**config.mk**
```make
export PLATFORM = sky130hd
export DESIGN_NAME = strobe_latch_bank_flat
export DESIGN_NICKNAME = d
export VERILOG_FILES = /design/src/rtl/strobe_latch_bank_if.sv /design/src/rtl/strobe_latch_bank.sv /design/src/flat_wrapper.sv
export SDC_FILE = /design/constraint.sdc
export NUM_CORES = 1
export LEC_CHECK = 0
export CORE_UTILIZATION = 38
export CTS_CLUSTER_DIAMETER = 30
export CTS_CLUSTER_SIZE = 8
export DETAILED_ROUTE_END_ITERATION = 7
export SYNTH_ARGS = -nofsm -noshare
export SYNTH_HDL_FRONTEND = slang
export SYNTH_SLANG_ARGS = --single-unit
```
**constraint.sdc**
```tcl
create_clock -name CLK -period 2.65 [get_ports CLK]
set_clock_uncertainty 0.05 [all_clocks]
set_input_delay 0.53 -clock CLK [delete_from_list [all_inputs] [get_ports CLK]]
set_output_delay 0.53 -clock CLK [all_outputs]
set_load 0.005 [all_outputs]
```
**src/rtl/strobe_latch_bank_if.sv**
```systemverilog
// Request/status bundle between the bus-cycle FSM (master) and the strobe
// latch bank (slave).
interface strobe_latch_bank_if #(
  parameter int unsigned CHANNELS = 4
);
  logic [CHANNELS-1:0] SET;
  logic [CHANNELS-1:0] RESET;
  logic                ABORT;
  logic [CHANNELS-1:0] OUT;
  logic [CHANNELS-1:0] PENDING;
  logic                SLOW_RISE;
  logic                SLOW_FALL;

  modport master (
    output SET, RESET, ABORT,
    input  OUT, PENDING, SLOW_RISE, SLOW_FALL
  );

  modport slave (
    input  SET, RESET, ABORT,
    output OUT, PENDING, SLOW_RISE, SLOW_FALL
  );
endinterface

```
**src/rtl/strobe_latch_bank.sv**
```systemverilog
// Bank of bus-strobe latches. Set/clear requests from the bus-cycle FSM are
// held pending and applied on a chosen edge of the synchronised slow bus
// clock, with per-channel polarity, a minimum asserted time and an abort.
module strobe_latch_bank #(
  parameter int unsigned         CHANNELS    = 4,
  parameter int unsigned         SYNC_STAGES = 2,
  parameter logic [CHANNELS-1:0] SET_EDGE    = '0,
  parameter logic [CHANNELS-1:0] CLR_EDGE    = '1,
  parameter logic [CHANNELS-1:0] ACTIVE_LOW  = '1,
  parameter int unsigned         MIN_HOLD    = 3
) (
  input  logic               CLK,
  input  logic               clocked_reset,
  input  logic               SLOW_CLK,
  strobe_latch_bank_if.slave bus
);

  localparam int unsigned      HW        = (MIN_HOLD > 0) ? $clog2(MIN_HOLD + 1) : 1;
  localparam logic [HW-1:0]    HOLD_INIT = HW'(MIN_HOLD);

  logic [SYNC_STAGES-1:0] sync_q;
  logic                   hist_q;
  logic                   rise;
  logic                   fall;
  logic                   slow_rise_q;
  logic                   slow_fall_q;

  logic [CHANNELS-1:0]    asserted_q, asserted_d;
  logic [CHANNELS-1:0]    pend_set_q, pend_set_d;
  logic [CHANNELS-1:0]    pend_clr_q, pend_clr_d;
  logic [HW-1:0]          hold_q [CHANNELS];
  logic [HW-1:0]          hold_d [CHANNELS];
  logic [CHANNELS-1:0]    out_q;
  logic [CHANNELS-1:0]    set_edge;
  logic [CHANNELS-1:0]    clr_edge;

  assign rise = sync_q[SYNC_STAGES-1] & ~hist_q;
  assign fall = ~sync_q[SYNC_STAGES-1] & hist_q;

  // Channels act on the registered edge pulses, so a request issued in the
  // cycle a SLOW_RISE/SLOW_FALL pulse is visible is served by that pulse.
  assign set_edge = (SET_EDGE & {CHANNELS{slow_fall_q}}) | (~SET_EDGE & {CHANNELS{slow_rise_q}});
  assign clr_edge = (CLR_EDGE & {CHANNELS{slow_fall_q}}) | (~CLR_EDGE & {CHANNELS{slow_rise_q}});

  // Synchronise SLOW_CLK and register one-cycle edge pulses.
  always_ff @(posedge CLK or posedge clocked_reset) begin
    if (clocked_reset) begin
      sync_q      <= '0;
      hist_q      <= 1'b0;
      slow_rise_q <= 1'b0;
      slow_fall_q <= 1'b0;
    end else begin
      sync_q      <= {sync_q[SYNC_STAGES-2:0], SLOW_CLK};
      hist_q      <= sync_q[SYNC_STAGES-1];
      slow_rise_q <= rise;
      slow_fall_q <= fall;
    end
  end

  // Next channel state: requests first, then the qualifying edge, abort last.
  always_comb begin
    asserted_d = asserted_q;
    pend_set_d = pend_set_q;
    pend_clr_d = pend_clr_q;
    hold_d     = hold_q;
    for (int unsigned i = 0; i < CHANNELS; i++) begin
      if (hold_q[i] != '0) begin
        hold_d[i] = hold_q[i] - HW'(1);
      end
      if (bus.RESET[i]) begin
        pend_set_d[i] = 1'b0;
        if (asserted_q[i]) begin
          pend_clr_d[i] = 1'b1;
        end
      end else if (bus.SET[i]) begin
        pend_clr_d[i] = 1'b0;
        if (!asserted_q[i]) begin
          pend_set_d[i] = 1'b1;
        end
      end
      // Set and clear pendings are mutually exclusive, so at most one fires.
      if (set_edge[i] && pend_set_d[i]) begin
        asserted_d[i] = 1'b1;
        pend_set_d[i] = 1'b0;
        hold_d[i]     = HOLD_INIT;
      end else if (clr_edge[i] && pend_clr_d[i] && (hold_q[i] == '0)) begin
        asserted_d[i] = 1'b0;
        pend_clr_d[i] = 1'b0;
      end
    end
    if (bus.ABORT) begin
      asserted_d = '0;
      pend_set_d = '0;
      pend_clr_d = '0;
      for (int unsigned i = 0; i < CHANNELS; i++) begin
        hold_d[i] = '0;
      end
    end
  end

  // Channel state and polarity-adjusted strobe outputs.
  always_ff @(posedge CLK or posedge clocked_reset) begin
    if (clocked_reset) begin
      asserted_q <= '0;
      pend_set_q <= '0;
      pend_clr_q <= '0;
      out_q      <= ACTIVE_LOW;
      for (int unsigned i = 0; i < CHANNELS; i++) begin
        hold_q[i] <= '0;
      end
    end else begin
      asserted_q <= asserted_d;
      pend_set_q <= pend_set_d;
      pend_clr_q <= pend_clr_d;
      out_q      <= asserted_d ^ ACTIVE_LOW;
      for (int unsigned i = 0; i < CHANNELS; i++) begin
        hold_q[i] <= hold_d[i];
      end
    end
  end

  assign bus.OUT       = out_q;
  assign bus.PENDING   = pend_set_q | pend_clr_q;
  assign bus.SLOW_RISE = slow_rise_q;
  assign bus.SLOW_FALL = slow_fall_q;

endmodule

```
**src/flat_wrapper.sv**
```systemverilog
// flat-port wrapper written by rule: the top's interface ports become plain ports
module strobe_latch_bank_flat 
#(
  parameter int unsigned         CHANNELS    = 4,
  parameter int unsigned         SYNC_STAGES = 2,
  parameter logic [CHANNELS-1:0] SET_EDGE    = '0,
  parameter logic [CHANNELS-1:0] CLR_EDGE    = '1,
  parameter logic [CHANNELS-1:0] ACTIVE_LOW  = '1,
  parameter int unsigned         MIN_HOLD    = 3
)
  (CLK, clocked_reset, SLOW_CLK, bus_SET, bus_RESET, bus_ABORT, bus_OUT, bus_PENDING, bus_SLOW_RISE, bus_SLOW_FALL);
  strobe_latch_bank_if #(.CHANNELS(CHANNELS)) bus_i ();
  input  logic CLK;
  input  logic clocked_reset;
  input  logic SLOW_CLK;
  input wire logic [$bits(bus_i.SET)-1:0] bus_SET;
  input wire logic [$bits(bus_i.RESET)-1:0] bus_RESET;
  input wire logic [$bits(bus_i.ABORT)-1:0] bus_ABORT;
  output wire logic [$bits(bus_i.OUT)-1:0] bus_OUT;
  output wire logic [$bits(bus_i.PENDING)-1:0] bus_PENDING;
  output wire logic [$bits(bus_i.SLOW_RISE)-1:0] bus_SLOW_RISE;
  output wire logic [$bits(bus_i.SLOW_FALL)-1:0] bus_SLOW_FALL;
  assign bus_i.SET = bus_SET;
  assign bus_i.RESET = bus_RESET;
  assign bus_i.ABORT = bus_ABORT;
  assign bus_OUT = bus_i.OUT;
  assign bus_PENDING = bus_i.PENDING;
  assign bus_SLOW_RISE = bus_i.SLOW_RISE;
  assign bus_SLOW_FALL = bus_i.SLOW_FALL;
  strobe_latch_bank #(.CHANNELS(CHANNELS), .SYNC_STAGES(SYNC_STAGES), .SET_EDGE(SET_EDGE), .CLR_EDGE(CLR_EDGE), .ACTIVE_LOW(ACTIVE_LOW), .MIN_HOLD(MIN_HOLD)) u_core (.CLK(CLK), .clocked_reset(clocked_reset), .SLOW_CLK(SLOW_CLK), .bus(bus_i));
endmodule
```
==> results of run 1 <==
## through the flow
stage	instances	hold WS [ns]	setup WS, ns	utilization	instance area [µm²]
2_1_floorplan	120	0.281	1.40	-	1380
3_3_place_gp	186	0.294	0.895	0.481	1640
3_5_place_dp	186	0.302	0.783	0.481	1640
4_1_cts	194	0.331	0.511	0.502	1710
5_1_grt	194	0.341	0.482	0.502	1710
6_report	194	0.326	0.574	0.502	1710
## final cells by class
cell class | instances | share of cell area
Sequential cell | 29 | 0.426
Tap cell | 46 | 0.0336
Inverter | 13 | 0.0285
Clock inverter | 1 | 0.00292
Multi-Input combinational cell | 75 | 0.339
Clock buffer | 7 | 0.0380
Timing Repair Buffer | 23 | 0.131
## power groups by stage
stage / clock network, W / registers, W / logic [W]
6_report: 0.000306 / 0.000555 / 0.000356
5_1_grt: 0.000343 / 0.000563 / 0.000412
4_1_cts: 0.000319 / 0.000556 / 0.000365
3_5_place_dp: 0 / 0.000564 / 0.000362
3_3_place_gp: 0 / 0.000558 / 0.000345
2_1_floorplan: 0 / 0.000552 / 0.000268
## cells by family after synthesis
group,Yosys count,share of synthesized area
AND/OR/NAND/NOR,23,0.126
AO/OA/AOI/OAI,41,0.209
flip-flops,29,0.529
XOR/XNOR,4,0.0254
multiplexers,3,0.0245
adder cells (fa/ha/maj),4,0.0362
buffers and inverters,16,0.0498
## path summary, 6_finish.rpt
check,startpoint,end,slack [ns],cells after the start
setup / recovery,u_core.bus.SLOW_RISE,bus_SLOW_RISE,0.57,1
hold / removal,u_core.sync_q[0],u_core.sync_q[1],0.33,0
setup reg to reg,u_core.hold_q[7],u_core.hold_q[7],1.31,4
hold reg to reg,u_core.sync_q[0],u_core.sync_q[1],0.33,0
max in group asynchronous,clocked_reset,u_core.bus.OUT[3],1.74,3
min in group asynchronous,clocked_reset,u_core.pend_set_q[2],0.50,3
## synth_stat cells
library cell / count
clkbuf_1: 1
nor3_1: 4
buf_2: 1
or2b_1: 4
ha_1: 4
xor2_1: 4
mux2_2: 3
nor2b_1: 2
inv_1: 13
a21boi_0: 4
a31oi_1: 4
a311oi_1: 4
nor2_1: 1
o211ai_2: 4
o21ai_0: 3
nand2b_2: 1
nand2b_1: 3
dfstp_2: 4
dfrtp_1: 25
or2_2: 4
buf_6: 1
a21o_1: 3
o21a_1: 1
nor2b_4: 4
a21o_2: 1
a22oi_1: 4
a21oi_1: 13
## worst register-to-register path: cells and delay by family (launching register included)
family | cells | cell delay [ns]
AO/OA/AOI/OAI | 1 | 0.16
adder cells (fa/ha/maj) | 1 | 0.23
buffers and inverters | 1 | 0.07
flip-flops | 1 | 0.38
multiplexers | 1 | 0.36
## sequential cells by signal, indices dropped and copies added (netlist names)
register              count
u_core.pend_set_q         4
u_core.bus.SLOW_FALL      1
u_core.pend_clr_q         4
u_core.bus.OUT            4
u_core.bus.SLOW_RISE      1
u_core.sync_q             2
u_core.hold_q             8
u_core.hist_q             1
u_core.asserted_q         4
## layer usage
metal	track usage	vias to the layer above	share of wire
met4	0.0959	0	0.028
met3	0.0588	5	0.045
li1	-	473	-
met5	0	-	0
met1	0.187	491	0.44
met2	0.264	21	0.49
==> flow_metrics.tcl, run 1 <==
set metrics [dict create \
    diodes 0 \
    avgSynthCellArea_um2 11.5 \
    grt_pass1_vias 1050 \
    p_sw_w 0.000364 \
    maxCapViolations 0 \
    yosysWarningCount 0 \
    path_max_fanout 9 \
    p_comb_frac 0.292 \
    antenna_found_initial 0 \
    cts_resized 0 \
    htreeDepth 2 \
    ant_nets 0 \
    cts_setup_buffers 0 \
    period_minus_slack_ns 2.08 \
    slowest_stage "dfrtp_1" \
    hold_viol_final 0 \
    cts_hold_buf 0 \
    dp_hpwl_um 1870 \
    synth_top_area_cell "dfrtp_1" \
    crit_family "flip-flops" \
    swShare 0.299 \
    synthesis.nets 136 \
    seq_area_frac_synth 0.529 \
    yosys.area.top_type_share 0.453 \
    status "finished clean" \
    cp-end-kind "output pin" \
    synthCells 120 \
    finalPower_w 0.00122 \
    start_util 0.404 \
    layout_common_cells "25 x dfrtp_1, 21 x clkdlybuf4s50_1, 13 x inv_1, 13 x a21oi_1, 5 x clkbuf_4" \
    rows 21 \
    multiInputGateArea_um2 582 \
    drt_pre_antenna_iters 4 \
    worst_pin_slew_ns 0.404 \
    setup_tns_ns 0 \
    pwr_density_cell_nw_per_um2 710 \
    hold_path.class "reg2reg" \
    ys_types 27 \
    grt_overflow 0 \
    core_um2 3420 \
    cts_root_buffer "clkbuf_4" \
    routed_wl_um 2600 \
    ys_top_cells_by_area "dfrtp_1 45%, dfstp_2 7.6%, a21oi_1 4.7%" \
    place_congestion 0.734 \
    ctsLongestPathBuffers 2 \
    syn_to_final_growth_pct 24.1 \
    crit_type "reg2out" \
    layout.nets 163 \
    final.period_utilization 0.783 \
    maxSlewViolCount 0 \
    drive_gt1_frac 0.209 \
    numCtsBuffers 5 \
    pwr-share-seq 0.456 \
    io_pins 22 \
    io_buffer_count 21 \
    worst-path-buf-inv 1 \
    layout_commonest_cell "dfrtp_1" \
    dr_total_vias 990 \
    vias_per_cell 5.10 \
    grt_max_degree 30 \
    die_w_um 62.3 \
    die-area_um2 3880 \
    clock_sinks 29 \
    drc_errors 0 \
    synth_area_um2 1380 \
    fill_cells 314 \
    wl_per_cell_um 13.4 \
    final-setup-viol-count 0 \
    die_h_um 62.3 \
    worst_setup_hold_path_clk_slew_ns 0.08 \
    slew_headroom 0.730 \
    required_ns 2.07 \
    p_leak_nw 0.758 \
    cp_cell_sequence "clkdlybuf4s50_1" \
    worstSkewPairLatency_ns 0.33 \
    crit_path_start_kind "register" \
    cts_tree "yes" \
    max_freq_mhz 482 \
    ys_ff_latch 29 \
    crit_path_max_incr_delay_ns 0.59 \
    grt_pass1_wl_um 4750 \
    internal-power_w 0.000854 \
    worstPathArrival_ns 1.50 \
    grt_setup_unrepaired "no" \
    p_clk_frac 0.252 \
    drt_iter0_markers 30 \
    register_area_um2 731 \
    vdd_ir_drop_max_uv 364 \
    grt_usage 0.164 \
]
Note: power is estimated with default switching activity, not from simulation.
==> inputs of run 2 (changes only) <==
==> constraint.sdc (replaced) <==
create_clock -name CLK -period 1.8 [get_ports CLK]
set_clock_uncertainty 0.05 [all_clocks]
set_input_delay 0.36 -clock CLK [delete_from_list [all_inputs] [get_ports CLK]]
set_output_delay 0.36 -clock CLK [all_outputs]
set_load 0.005 [all_outputs]
==> run 2 against run 1 <==
Compared with the run above: wire length decreased by 1.6%; setup slack worse by 0.51 ns; critical path depth stayed put; sequential share of layout area down 1.2 points; final cell count is 4.1% higher; non-clock buffer count increased by 9; critical path type unchanged; critical endpoint is now bus_OUT[1]; highest routed layer unchanged.
==> flow_metrics.tcl, run 2 (synthesis gave the netlist of run 1 again) <==
set metrics [dict create \
    path_max_fanout 1 \
    drt_iter0_markers 22 \
    numCtsBuffers 5 \
    pwr-share-seq 0.468 \
    grt_usage 0.154 \
    crit_path_max_incr_delay_ns 0.52 \
    pwr_density_cell_nw_per_um2 979 \
    cts_tree "yes" \
    drive_gt1_frac 0.244 \
    cts_hold_buf 0 \
    finalWorstSetupSlack_ns 0.0662 \
    largest_reg_flops 8 \
    routed_wl_um 2550 \
    vias_per_cell 4.96 \
    cp_cell_sequence "clkdlybuf4s50_1" \
    htreeDepth 2 \
    slowest_stage "dfstp_2" \
    reg2reg_slack_ns 0.51 \
    p_leak_nw 0.813 \
    internal-power_w 0.00122 \
    dr_total_vias 1001 \
    worst_pin_slew_ns 0.365 \
    worstSkewPairLatency_ns 0.32 \
    worstHoldEndpoint "u_core.sync_q[1]" \
    drt_pre_antenna_iters 4 \
    rr_endpoint "u_core.asserted_q[0]" \
    place_congestion 0.750 \
    worst_setup_hold_path_clk_slew_ns 0.09 \
    layout_common_cells "25 x dfrtp_1, 16 x clkdlybuf4s50_1, 13 x inv_1, 13 x a21oi_1, 11 x buf_4" \
    crit_path_start_kind "register" \
    final.period_utilization 0.963 \
    grt_pass1_vias 1085 \
    worstPathArrival_ns 1.32 \
    drc_errors 0 \
    die_w_um 62.3 \
    crit_type "reg2out" \
    clock_sinks 29 \
    min_path_cells 0 \
    swShare 0.294 \
    grt_max_degree 30 \
    io_buffer_count 21 \
    vdd_ir_drop_max_uv 521 \
    hold_path.class "reg2reg" \
    die-area_um2 3880 \
    layout_commonest_cell "dfrtp_1" \
    setup_tns_ns 0 \
    ant_nets 0 \
    final-setup-viol-count 0 \
    syn_to_final_growth_pct 27.7 \
    maxSlewViolCount 0 \
    p_comb_frac 0.307 \
    slew_headroom 0.756 \
    regMostFlops "u_core.hold_q" \
    cp-end-kind "output pin" \
    hold_ws_ns 0.301 \
    worst-path-buf-inv 1 \
    reg2reg_from "u_core.hold_q[6]" \
    max_freq_mhz 577 \
    hold_viol_final 0 \
    period_minus_slack_ns 1.73 \
    core_um2 3420 \
    die_h_um 62.3 \
    start_util 0.404 \
    wl_per_cell_um 12.6 \
    ctsLongestPathBuffers 2 \
    grt_setup_unrepaired "no" \
    rows 21 \
    io_pins 22 \
    p_clk_frac 0.225 \
    worstHoldStart "u_core.sync_q[0]" \
    layout.nets 172 \
    cts_root_buffer "clkbuf_4" \
    crit_family "flip-flops" \
    grt_overflow 0 \
    grt_pass1_wl_um 4570 \
    required_ns 1.39 \
    status "finished clean" \
    r2r_cells 5 \
    antenna_found_initial 0 \
    dp_slack_ns 0.156 \
    maxCapViolations 0 \
    diodes 0 \
    dp_hpwl_um 1770 \
    p_sw_w 0.000508 \
]
==> run 2: changes by cell type in the layout (fill, tap and decap cells not counted), sizes merged <==
cell and delta:
dlygate4sd2 +4, dlymetal6s2s +1, clkdlybuf4s50 -5, buf +9, clkinv -1
==> run 2: layer usage <==
metal | wire [µm] | global-route usage | vias up
li1 | - | - | 490
met1 | 1210 | 0.179 | 488
met2 | 1220 | 0.253 | 18
met3 | 73 | 0.0404 | 5
met4 | 47 | 0.0959 | 0
met5 | 0 | 0 | -
==> run 2: what timing repair did <==
item / in CTS / in global routing
hold endpoints to repair: 0 / 0
buffers inserted: 6 / 0
gates cloned: 0 / 0
endpoints found under the setup margin: 4 / 1
resized for setup: 4 / 1
==> run 2: through the flow <==
step	utilization	cell area, µm²	instances	power [W]
finish	0.516	1760	202	0.00173
global route	0.516	1760	202	0.00188
CTS	0.516	1760	202	0.00176
detailed placement	0.488	1670	189	0.00135
global placement	0.488	1670	189	0.00133
floorplan	-	1380	120	0.00121
==> run 2: worst max path at each step <==
stage                      startpoint              endpoint  slack (ns)  cells past startpoint
finish              u_core.bus.OUT[1]            bus_OUT[1]        0.07                      1
global route        u_core.bus.OUT[0]            bus_OUT[0]       0.008                      1
CTS                 u_core.bus.OUT[3]            bus_OUT[3]        0.03                      1
detailed placement         bus_SET[3]  u_core.pend_clr_q[3]        0.16                      4
global placement           bus_SET[3]  u_core.pend_clr_q[3]        0.25                      4
floorplan            u_core.hold_q[6]      u_core.hold_q[7]        0.60                      4
==> run 2: layout make-up <==
cell class / count / area, µm²
inverter: 13 / 48.8
timing repair buffer: 32 / 290
tap: 46 / 57.6
multi-input combinational: 75 / 582
fill: 321 / 1650
clock buffer: 7 / 55.1
sequential: 29 / 731
==> run 2: power groups by stage <==
stage / logic, W / registers, W / clock network [W]
after floorplan: 0.000395 / 0.000813 / 0
after global placement: 0.000514 / 0.000816 / 0
after detailed placement: 0.000533 / 0.000822 / 0
after CTS: 0.000541 / 0.000807 / 0.000412
after global routing: 0.000622 / 0.000821 / 0.000440
final: 0.000529 / 0.000809 / 0.000389
==> run 2: worst register-to-register path: stages (launching register included) <==
cell	delay (ns)
dfrtp_1	0.39
inv_1	0.06
ha_1	0.22
a21boi_0	0.12
a31oi_1	0.23
a21oi_1	0.10
